==> config.mk <==
export PLATFORM = sky130hd
export DESIGN_NAME = oc8051_gm_symrom_flat
export DESIGN_NICKNAME = d
export VERILOG_FILES = /design/src/rtl/oc8051_gm_symrom_if.sv /design/src/rtl/oc8051_gm_symrom.sv /design/src/flat_wrapper.sv
export SDC_FILE = /design/constraint.sdc
export NUM_CORES = 1
export LEC_CHECK = 0
export CAP_MARGIN = 20
export CORE_MARGIN = 2
export CORE_UTILIZATION = 40
export CTS_BUF_LIST = sky130_fd_sc_hd__clkbuf_8
export CTS_CLUSTER_SIZE = 30
export DETAILED_ROUTE_END_ITERATION = 10
export SKIP_LAST_GASP = 1
export SYNTH_ARGS = -nofsm -noshare
export SYNTH_HDL_FRONTEND = slang
export SYNTH_SLANG_ARGS = --single-unit
==> constraint.sdc <==
create_clock -name clk -period 9.35 [get_ports clk]
set_input_delay 1.87 -clock clk [delete_from_list [all_inputs] [get_ports clk]]
set_output_delay 1.87 -clock clk [all_outputs]
set_load 0.005 [all_outputs]
==> src/rtl/oc8051_gm_symrom_if.sv <==
// oc8051_gm_symrom_if
// Bundles the fetch port and the golden-model read ports of the symbolic ROM.
//   cxrom_req       fetch qualifier (master -> slave)
//   cxrom_addr      16-bit fetch base address (master -> slave)
//   cxrom_data_out  FETCH_N consecutive cells, byte k = cell(addr+k) (slave -> master)
//   rd_en           per read port access qualifier (master -> slave)
//   rd_addr         packed 16-bit per-port addresses (master -> slave)
//   rd_data         packed per-port read data (slave -> master)
interface oc8051_gm_symrom_if #(
  parameter int DATA_W   = 8,
  parameter int FETCH_N  = 4,
  parameter int RD_PORTS = 3
);
  logic                         cxrom_req;
  logic [15:0]                  cxrom_addr;
  logic [FETCH_N*DATA_W-1:0]    cxrom_data_out;
  logic [RD_PORTS-1:0]          rd_en;
  logic [RD_PORTS*16-1:0]       rd_addr;
  logic [RD_PORTS*DATA_W-1:0]   rd_data;

  modport master (
    output cxrom_req, cxrom_addr, rd_en, rd_addr,
    input  cxrom_data_out, rd_data
  );

  modport slave (
    input  cxrom_req, cxrom_addr, rd_en, rd_addr,
    output cxrom_data_out, rd_data
  );
endinterface

==> src/rtl/oc8051_gm_symrom.sv <==
// oc8051_gm_symrom
// Symbolic ROM for golden-model checking. Each cell presents the free symbolic
// value word_in until it is first accessed (LAZY=1) or until the first edge
// after reset (LAZY=0); from then on it holds the value it showed at capture.
// Ports:
//   clk         single clock, all state on posedge
//   rst         asynchronous active-low reset
//   word_in     symbolic contents, cell i = word_in[i*DATA_W +: DATA_W]
//   bus         oc8051_gm_symrom_if slave: fetch port and RD_PORTS read ports
//   freeze_all  freeze every unfrozen cell at the next edge
//   frozen_cnt  registered count of frozen cells
//   all_frozen  high when every cell is frozen
//   oob_err     sticky out-of-range access flag
// Optional feature: define OC8051_GM_SYMROM_OOB_CHECK_EN to build the
// out-of-range checker; otherwise oob_err is constant 0.
module oc8051_gm_symrom #(
  parameter int DEPTH_LOG2 = 4,
  parameter int DATA_W     = 8,
  parameter int FETCH_N    = 4,
  parameter int RD_PORTS   = 3,
  parameter int LAZY       = 1
) (
  input  logic                                 clk,
  input  logic                                 rst,
  input  logic [(1<<DEPTH_LOG2)*DATA_W-1:0]    word_in,
  oc8051_gm_symrom_if.slave                    bus,
  input  logic                                 freeze_all,
  output logic [DEPTH_LOG2:0]                  frozen_cnt,
  output logic                                 all_frozen,
  output logic                                 oob_err
);
  localparam int DEPTH = 1 << DEPTH_LOG2;
  localparam int CNT_W = DEPTH_LOG2 + 1;

  logic [DEPTH-1:0]  valid_q;
  logic [DEPTH-1:0]  valid_d;
  logic [DEPTH-1:0]  access;
  logic [DEPTH-1:0]  capture;
  logic [DATA_W-1:0] data_q   [DEPTH];
  logic [DATA_W-1:0] cell_val [DEPTH];
  logic [CNT_W-1:0]  cnt_d;
  logic              freeze_every;

  // Cell index wraps modulo DEPTH; the full address feeds the sum so the
  // truncation performs the wrap of a fetch window past the last cell.
  function automatic logic [DEPTH_LOG2-1:0] cell_idx(input logic [15:0] addr,
                                                     input int off);
    return DEPTH_LOG2'(32'(addr) + 32'(off));
  endfunction

  // Unfrozen cells pass the symbolic input straight through.
  always_comb begin
    for (int i = 0; i < DEPTH; i++) begin
      cell_val[i] = valid_q[i] ? data_q[i] : word_in[i*DATA_W +: DATA_W];
    end
  end

  always_comb begin
    bus.cxrom_data_out = '0;
    for (int k = 0; k < FETCH_N; k++) begin
      bus.cxrom_data_out[k*DATA_W +: DATA_W] = cell_val[cell_idx(bus.cxrom_addr, k)];
    end
  end

  always_comb begin
    bus.rd_data = '0;
    for (int p = 0; p < RD_PORTS; p++) begin
      bus.rd_data[p*DATA_W +: DATA_W] = cell_val[cell_idx(bus.rd_addr[p*16 +: 16], 0)];
    end
  end

  // Accesses are collected as a set, so overlapping fetch/read hits on one
  // cell still produce a single capture.
  always_comb begin
    access = '0;
    if (bus.cxrom_req) begin
      for (int k = 0; k < FETCH_N; k++) begin
        access[cell_idx(bus.cxrom_addr, k)] = 1'b1;
      end
    end
    for (int p = 0; p < RD_PORTS; p++) begin
      if (bus.rd_en[p]) begin
        access[cell_idx(bus.rd_addr[p*16 +: 16], 0)] = 1'b1;
      end
    end
  end

  // In eager mode every cell is requested at every edge; only the first edge
  // after reset actually captures because valid cells are masked out.
  assign freeze_every = freeze_all || (LAZY == 0);
  assign capture      = ~valid_q & (access | {DEPTH{freeze_every}});
  assign valid_d      = valid_q | capture;

  always_comb begin
    cnt_d = '0;
    for (int i = 0; i < DEPTH; i++) begin
      cnt_d = cnt_d + CNT_W'(valid_d[i]);
    end
    if (cnt_d > CNT_W'(DEPTH)) begin
      cnt_d = CNT_W'(DEPTH);
    end
  end

  always_ff @(posedge clk or negedge rst) begin
    if (!rst) begin
      valid_q    <= '0;
      frozen_cnt <= '0;
    end else begin
      valid_q    <= valid_d;
      frozen_cnt <= cnt_d;
    end
  end

  // Data registers carry no reset; a cleared valid bit hides their content.
  always_ff @(posedge clk) begin
    for (int i = 0; i < DEPTH; i++) begin
      if (capture[i]) begin
        data_q[i] <= word_in[i*DATA_W +: DATA_W];
      end
    end
  end

  assign all_frozen = (frozen_cnt == CNT_W'(DEPTH));

`ifdef OC8051_GM_SYMROM_OOB_CHECK_EN
  logic oob_hit;
  logic oob_q;

  // Only the base address of a fetch is range checked, not the wrapped window.
  always_comb begin
    oob_hit = bus.cxrom_req && ((bus.cxrom_addr >> DEPTH_LOG2) != 16'd0);
    for (int p = 0; p < RD_PORTS; p++) begin
      if (bus.rd_en[p] && ((bus.rd_addr[p*16 +: 16] >> DEPTH_LOG2) != 16'd0)) begin
        oob_hit = 1'b1;
      end
    end
  end

  always_ff @(posedge clk or negedge rst) begin
    if (!rst) begin
      oob_q <= 1'b0;
    end else begin
      oob_q <= oob_q | oob_hit;
    end
  end

  assign oob_err = oob_q;
`else
  assign oob_err = 1'b0;
`endif

endmodule
==> src/flat_wrapper.sv <==
// flat-port wrapper written by rule: the top's interface ports become plain ports
module oc8051_gm_symrom_flat 
#(
  parameter int DEPTH_LOG2 = 4,
  parameter int DATA_W     = 8,
  parameter int FETCH_N    = 4,
  parameter int RD_PORTS   = 3,
  parameter int LAZY       = 1
)
  (clk, rst, word_in, freeze_all, frozen_cnt, all_frozen, oob_err, bus_cxrom_req, bus_cxrom_addr, bus_rd_en, bus_rd_addr, bus_cxrom_data_out, bus_rd_data);
  oc8051_gm_symrom_if #(.DATA_W(DATA_W), .FETCH_N(FETCH_N), .RD_PORTS(RD_PORTS)) bus_i ();
  input  logic clk;
  input  logic rst;
  input  logic [(1<<DEPTH_LOG2)*DATA_W-1:0] word_in;
  input  logic freeze_all;
  output logic [DEPTH_LOG2:0] frozen_cnt;
  output logic all_frozen;
  output logic oob_err;
  input wire logic [$bits(bus_i.cxrom_req)-1:0] bus_cxrom_req;
  input wire logic [$bits(bus_i.cxrom_addr)-1:0] bus_cxrom_addr;
  input wire logic [$bits(bus_i.rd_en)-1:0] bus_rd_en;
  input wire logic [$bits(bus_i.rd_addr)-1:0] bus_rd_addr;
  output wire logic [$bits(bus_i.cxrom_data_out)-1:0] bus_cxrom_data_out;
  output wire logic [$bits(bus_i.rd_data)-1:0] bus_rd_data;
  assign bus_i.cxrom_req = bus_cxrom_req;
  assign bus_i.cxrom_addr = bus_cxrom_addr;
  assign bus_i.rd_en = bus_rd_en;
  assign bus_i.rd_addr = bus_rd_addr;
  assign bus_cxrom_data_out = bus_i.cxrom_data_out;
  assign bus_rd_data = bus_i.rd_data;
  oc8051_gm_symrom #(.DEPTH_LOG2(DEPTH_LOG2), .DATA_W(DATA_W), .FETCH_N(FETCH_N), .RD_PORTS(RD_PORTS), .LAZY(LAZY)) u_core (.clk(clk), .rst(rst), .word_in(word_in), .bus(bus_i), .freeze_all(freeze_all), .frozen_cnt(frozen_cnt), .all_frozen(all_frozen), .oob_err(oob_err));
endmodule
==> out/metrics.csv, run 1 <==
metric,value,unit
path type of the worst setup path,in -> reg,
net count reported at finish,1388,
DIE WIDTH,196,um
slew of the pin with the lowest slew margin,1.20,ns
worst min-delay path class,reg -> reg,
DRC violations left,0,
minimum period implied by the final worst setup slack,8.11,ns
clock tree from TritonCTS,done,
"Remaining Overflow, GRT",0,
global-route track usage on met1,0.387,
number of antenna violations at the first check in global routing,0,
wire length of the first global-routing pass,80.1,mm
wire length reported by the detailed router,56.0,mm
number of buffers inserted by hold repair at cts,0,
"EDFF count, synth",128,
area fraction in compound gates after synthesis,0.0478,
total instance count after detailed placement,1615,
Max Fclk,123,MHz
largest family of logic cells by synthesized area,multiplexers,
fraction of registers with async set or reset after synthesis,0.141,
finished layout cell area,0.0176,mm2
internal power of the cells,1.34,mW
final cycle utilization of the critical path,0.867,
cells on worst reg2reg path,14,
Detail Route Antenna Nets,0,
final setup slack of the worst path,1.24,ns
most used standard cells in the synthesized netlist,"sky130_fd_sc_hd__mux4_2 (260), sky130_fd_sc_hd__mux2_2 (134), sky130_fd_sc_hd__edfxtp_1 (128)",
flip-flop cell with the highest count after synthesis,sky130_fd_sc_hd__edfxtp_1,
count of pins over their slew limit,0,
Max Fanout on Critical Path,9,
maximum number of pins on one net before global-route repair,43,
sw frac,0.283,
global routing usage on met3,0.131,
number of top-level pins,262,
chip height,196,um
Gate power share,0.292,
Synth Area in Simple Gates,0.0635,
Port-buffer cells,212,
Cell Rows,70,
fraction of the core area covered by cells at the end of the flow,0.484,
number of standard cells in the final layout excluding fillers,1647,
register clock-pin slew on the reported worst setup and hold paths,0.09,ns
Worst-Skew Late Latency,0.47,ns
fill cell total of the finished layout,3129,
number of clock buffers inserted by TritonCTS,17,
worst slack at placement,0.807,ns
overall die area,0.0383,mm2
area fraction of the dominant cell type after synthesis,0.399,
starting utilization of the core area,0.404,
power share of the sequential group,0.386,
hold_sp,u_core.valid_q[7],
aggregate global-route resource usage,0.294,
result of the run,completed,
Synthesis Warnings,0,
"Data arrival, critical path",8.47,ns
Setup Total Neg Slack,0,ns
share of the yosys chip area belonging to registers,0.297,
endpoint class of the critical path,flip-flop,
vias after detailed routing,11439,
Synth Area in XOR/XNOR,0.00818,
worst setup skew after layout,0.0170,ns
register cell area after layout,0.00437,mm2
post-DR wirelength/cell,34.0,um
"Setup Fix Bufs, Post-CTS",0,
vias in the first global route,11424,
CTS max path bufs,2,
area grow syn2layout,19.8,%
power after layout,1.87,mW
critical path startpoint,bus_cxrom_addr[1],
most instantiated library cell after synthesis,sky130_fd_sc_hd__mux4_2,
setup repair after global routing missed its margin,no,
instance area after placement,0.0171,mm2
cells after synthesis,999,
total iterations of the first detailed-routing run,6,
number of distinct library cells after synthesis,65,
DR iter-0 viols,1507,
multi-input logic area,0.00973,mm2
launching point of the worst reg2reg path,u_core.valid_q[0],
Detail Placement HPWL,42.5,mm
adder-cell share of the synthesized area,0.0247,
count of H-tree levels built during CTS,4,
area inside the core boundary,0.0363,mm2
Mapped Nets,1221,
Worst VDD drop,0.0000900,V
Vias/cell,6.95,
Post-Synthesis Cell Area,0.0147,mm2
endpoints failing setup,0,
switching power,0.527,mW
Clk Tree Root Cell,sky130_fd_sc_hd__clkbuf_8,
sinks on the clock net,149,
CP endpoint,u_core.frozen_cnt[2],
"Most Used Layer, Global Route",met2,
global placer's final weighted congestion,0.948,
"reg-to-reg slack, setup",4.43,ns
mean post-synth cell area,14.7,um2
GR met2 Demand/Resource,0.426,
cells taking the most area after synthesis,"sky130_fd_sc_hd__mux4_2 (40%), sky130_fd_sc_hd__edfxtp_1 (26%), sky130_fd_sc_hd__mux2_2 (10%)",
capturing point of the worst reg2reg path,u_core.frozen_cnt[2],
antenna fix cells,0,
Slew HR,0.200,
count of final hold-check violations,0,
leakage power of the design,5.75,nW
top cell type by total area after synthesis,sky130_fd_sc_hd__mux4_2,
Startpoint Class,input pin,
CP Data Required Time,9.71,ns
number of storage elements in the synthesis netlist,149,
fraction of final layout cells sized beyond drive strength 1,0.411,
number of gates resized after CTS,0,
pwr dens,106,mW/mm2
number of max-capacitance violations reported,0,
tightest hold margin,0.765,ns
clock group share of total power,0.322,
share of cell area taken by muxes after synthesis,0.516,
## worst max-delay path, stage by stage
cell and delay, ns:
sky130_fd_sc_hd__clkdlybuf4s50_1 0.60, sky130_fd_sc_hd__ha_1 0.52, sky130_fd_sc_hd__nand2_4 0.18, sky130_fd_sc_hd__xnor2_2 0.61, sky130_fd_sc_hd__nor3_1 0.09, sky130_fd_sc_hd__a221oi_1 0.32
sky130_fd_sc_hd__o21ai_0 0.35, sky130_fd_sc_hd__or2_1 0.36, sky130_fd_sc_hd__fa_1 0.55, sky130_fd_sc_hd__inv_1 0.10, sky130_fd_sc_hd__fa_1 0.49, sky130_fd_sc_hd__inv_1 0.05
sky130_fd_sc_hd__fa_1 0.50, sky130_fd_sc_hd__inv_1 0.05, sky130_fd_sc_hd__fa_1 0.48, sky130_fd_sc_hd__fa_1 0.48, sky130_fd_sc_hd__fa_1 0.41, sky130_fd_sc_hd__nor2b_1 0.17
sky130_fd_sc_hd__o21a_1 0.20, sky130_fd_sc_hd__nor3_1 0.07
## kinds of logic after synthesis
| family | after synthesis |
|---|---|
| multiplexers | 411 |
| AND/OR/NAND/NOR | 183 |
| flip-flops | 149 |
| buffers and inverters | 120 |
| AO/OA/AOI/OAI | 103 |
| adder cells (fa/ha/maj) | 23 |
| XOR/XNOR | 9 |
| other | 1 |
## metal layers
layer  part of all wire  wire length [um]
met4              0.038              2140
met2               0.43             24300
met3               0.14              8080
met5                  0                 0
met1               0.38             21400
## power by group through the flow
stage                     Clock, mW  Combinational (mW)  Sequential, mW
after global placement            0               0.536           0.736
after global routing          0.640               0.570           0.721
final                         0.601               0.545           0.721
after floorplan                   0               0.296           0.736
after CTS                     0.615               0.539           0.721
after detailed placement          0               0.536           0.736
## layout make-up
class                           instances  area share
Multi-Input combinational cell        730       0.553
Sequential cell                       149       0.248
Timing Repair Buffer                  249       0.134
Tap cell                              468      0.0333
Clock buffer                           18      0.0141
Clock inverter                         14      0.0126
Inverter                               19     0.00434
## cell usage in the layout, fill, tap and decap left out, drive strengths merged, types with 21 or more instances in the layout
cell type / n
nand2: 29
clkdlybuf4s50: 204
nor2: 51
buf: 45
inv: 25
mux4: 263
dfrtp: 21
mux2: 134
edfxtp: 128
o21ai: 21
a21oi: 26
## registers in the layout (all words and copies together), names as in the netlist
signal / flops
u_core.valid_q: 16
u_core.data_q: 128
u_core.frozen_cnt: 5
## how the worst min path moves through the flow
stage / endpoint / slack (ns) / depth (start not counted)
4_1_cts: u_core.valid_q[7] / 0.78 / 1
6_report: u_core.valid_q[7] / 0.77 / 1
5_1_grt: u_core.valid_q[7] / 0.82 / 1
3_5_place_dp: u_core.valid_q[7] / 0.76 / 1
3_3_place_gp: u_core.valid_q[7] / 0.75 / 1
2_1_floorplan: u_core.valid_q[12] / 0.62 / 2
(Power assumes the default switching activity.)
==> run 2, diff against run 1 <==
Settings changed: CORE_UTILIZATION 40 to 50, PLACE_DENSITY from default to 0.76.
==> out/metrics.csv, run 2 (synthesized netlist as in run 1, its figures left out) <==
metric,value,unit,change
result of the run,completed,,
count of pins over their slew limit,0,,unchanged
cell family with the largest share of critical-path delay,adder cells,,
Max Fclk,123,MHz,-0.36%
Detail Route Antenna Nets,0,,unchanged
most common library cell in the layout ignoring fill and taps,sky130_fd_sc_hd__mux4_2,,
vias after detailed routing,11657,,+1.9%
Startpoint Class,input pin,,
Worst VDD drop,0.0000774,V,-14%
worst min-delay path class,reg -> reg,,
finished layout cell area,0.0174,mm2,-1.2%
Vias/cell,7.48,,+7.7%
maximum number of pins on one net before global-route repair,55,,+28%
area grow syn2layout,18.3,%,
"commonest cells after routing, fill and taps aside","sky130_fd_sc_hd__mux4_2 (260), sky130_fd_sc_hd__clkdlybuf4s50_1 (204), sky130_fd_sc_hd__mux2_2 (134)",,
minimum period implied by the final worst setup slack,8.14,ns,+0.0297 ns
Most common cell on crit path,sky130_fd_sc_hd__fa_1,,
endpoint class of the critical path,flip-flop,,
global placer's final weighted congestion,1.00,,+6.0%
leakage power of the design,5.69,nW,-1.1%
"Setup Fix Bufs, Post-CTS",0,,unchanged
total iterations of the first detailed-routing run,6,,unchanged
antenna fix cells,0,,unchanged
capturing point of the worst reg2reg path,u_core.frozen_cnt[2],,
count of final hold-check violations,0,,unchanged
clock tree from TritonCTS,done,,
register clock-pin slew on the reported worst setup and hold paths,0.09,ns,about the same
overall die area,0.0308,mm2,-20%
aggregate global-route resource usage,0.350,,+0.0565
Slew HR,0.206,,+0.00578
sinks on the clock net,149,,unchanged
largest registers,"u_core.data_q (128), u_core.valid_q (16), u_core.frozen_cnt (5)",,
total buffers and inverters traversed by the critical path,5,,+1
"Remaining Overflow, GRT",0,,unchanged
DRC violations left,0,,unchanged
number of max-capacitance violations reported,0,,unchanged
setup repair after global routing missed its margin,no,,
"Data arrival, critical path",8.49,ns,+0.02 ns
number of top-level pins,262,,unchanged
Max Fanout on Critical Path,16,,+7
endpoints failing setup,0,,unchanged
CP Data Required Time,9.70,ns,about the same
number of clock buffers inserted by TritonCTS,17,,unchanged
Detail Placement HPWL,39.1,mm,-8.0%
launching point of the worst reg2reg path,u_core.valid_q[0],,
fraction of final layout cells sized beyond drive strength 1,0.410,,-0.00115
path type of the worst setup path,in -> reg,,
count of H-tree levels built during CTS,4,,unchanged
"Most Used Layer, Global Route",met2,,
Port-buffer cells,212,,unchanged
cells on worst reg2reg path,14,,unchanged
chip height,175,um,-10%
Hold Path Stages,1,,unchanged
vias in the first global route,11671,,+2.2%
hold_sp,u_core.valid_q[7],,
maximum single-stage delay on the critical path,1.03,ns,+0.42 ns
pwr dens,103,mW/mm2,-2.7%
wire length of the first global-routing pass,78.1,mm,-2.4%
DIE WIDTH,175,um,-10%
global routing usage on met3,0.126,,-0.00477
Largest register FFs,128,,unchanged
"reg-to-reg slack, setup",4.46,ns,+0.03 ns
CP max-delay cell,sky130_fd_sc_hd__clkdlybuf4s50_1,,
number of buffers inserted by hold repair at cts,0,,unchanged
net count reported at finish,1384,,-0.29%
area inside the core boundary,0.0288,mm2,-21%
Setup Total Neg Slack,0,ns,unchanged
instance area after placement,0.0170,mm2,-0.83%
number of antenna violations at the first check in global routing,0,,unchanged
wire length reported by the detailed router,53.1,mm,-5.2%
worst setup skew after layout,0.0154,ns,-0.00160 ns
GR met2 Demand/Resource,0.499,,+0.0737
destination of the worst hold path,u_core.valid_q[7],,
number of gates resized after CTS,0,,unchanged
Clk Tree Root Cell,sky130_fd_sc_hd__clkbuf_8,,
register bank with the most flops,u_core.data_q,,
final cycle utilization of the critical path,0.871,,+0.00317
global-route track usage on met1,0.479,,+0.0914
Worst-Skew Late Latency,0.47,ns,about the same
slew of the pin with the lowest slew margin,1.19,ns,-0.00866 ns
CTS max path bufs,2,,unchanged
post-DR wirelength/cell,34.0,um,+0.16%
DR iter-0 viols,1815,,+20%
Cell Rows,62,,-11%
critical path cell sequence,clkdlybuf4s50_1 -> inv_4 -> xnor2_1 -> and2_1 -> a221o_1 -> a21oi_1 -> nand2b_1 -> ha_1 -> fa_1 -> inv_1 -> fa_1 -> inv_1 -> fa_1 -> inv_1 -> fa_1 -> fa_1 -> fa_1 -> nor2b_1 -> o21a_1 -> nor3_1,,
starting utilization of the core area,0.510,,+0.106
[run 2: area by class of cell]
| cell class | instances | area [um2] |
|---|---|---|
| well taps | 384 | 480 |
| clock inverters | 15 | 165 |
| repair buffers | 245 | 2330 |
| inverters | 19 | 76.3 |
| flip-flops and latches | 149 | 4370 |
| multi-input cells | 730 | 9730 |
| clock buffers | 17 | 234 |
| fillers | 2189 | 11400 |
[run 2: per-layer routing]
metal / share of wire / vias up
met4: 0.054 / 0
met2: 0.43 / 1101
met5: 0 / -
met1: 0.36 / 5827
li1: - / 4564
met3: 0.15 / 165
[run 2: worst max path at each step]
| stage | start | end | slack (ns) | cells after the start |
|---|---|---|---|---|
| final | bus_cxrom_addr[3] | u_core.frozen_cnt[2] | 1.21 | 20 |
| after detailed placement | bus_cxrom_addr[3] | u_core.frozen_cnt[2] | 0.83 | 20 |
| after global placement | bus_cxrom_addr[3] | u_core.frozen_cnt[2] | 0.93 | 20 |
| after floorplan | bus_cxrom_addr[0] | u_core.frozen_cnt[2] | 1.63 | 25 |
| after CTS | bus_cxrom_addr[3] | u_core.frozen_cnt[2] | 1.33 | 20 |
| after global routing | bus_cxrom_addr[3] | u_core.frozen_cnt[2] | 0.96 | 20 |
[run 2: through the flow]
step           cells  hold slack, ns  utilization  power (mW)  setup WS [ns]
2_1_floorplan    999           0.618            -        1.03           1.63
3_3_place_gp    1526           0.722        0.590        1.26          0.932
3_5_place_dp    1526           0.763        0.590        1.26          0.830
4_1_cts         1558           0.778        0.604        1.79           1.33
5_1_grt         1559           0.808        0.604        1.85          0.963
6_report        1559           0.787        0.604        1.79           1.21
[run 2: power by group]
group          switching, mW  internal, mW
clock                  0.289         0.243
sequential                 0         0.721
combinational          0.254         0.288
==> run 3, diff against run 2 <==
Settings changed: GPL_ROUTABILITY_DRIVEN from default to 1.
==> results of run 3 <==
The final DEF is identical to that of run 2; final timing and power are the same.
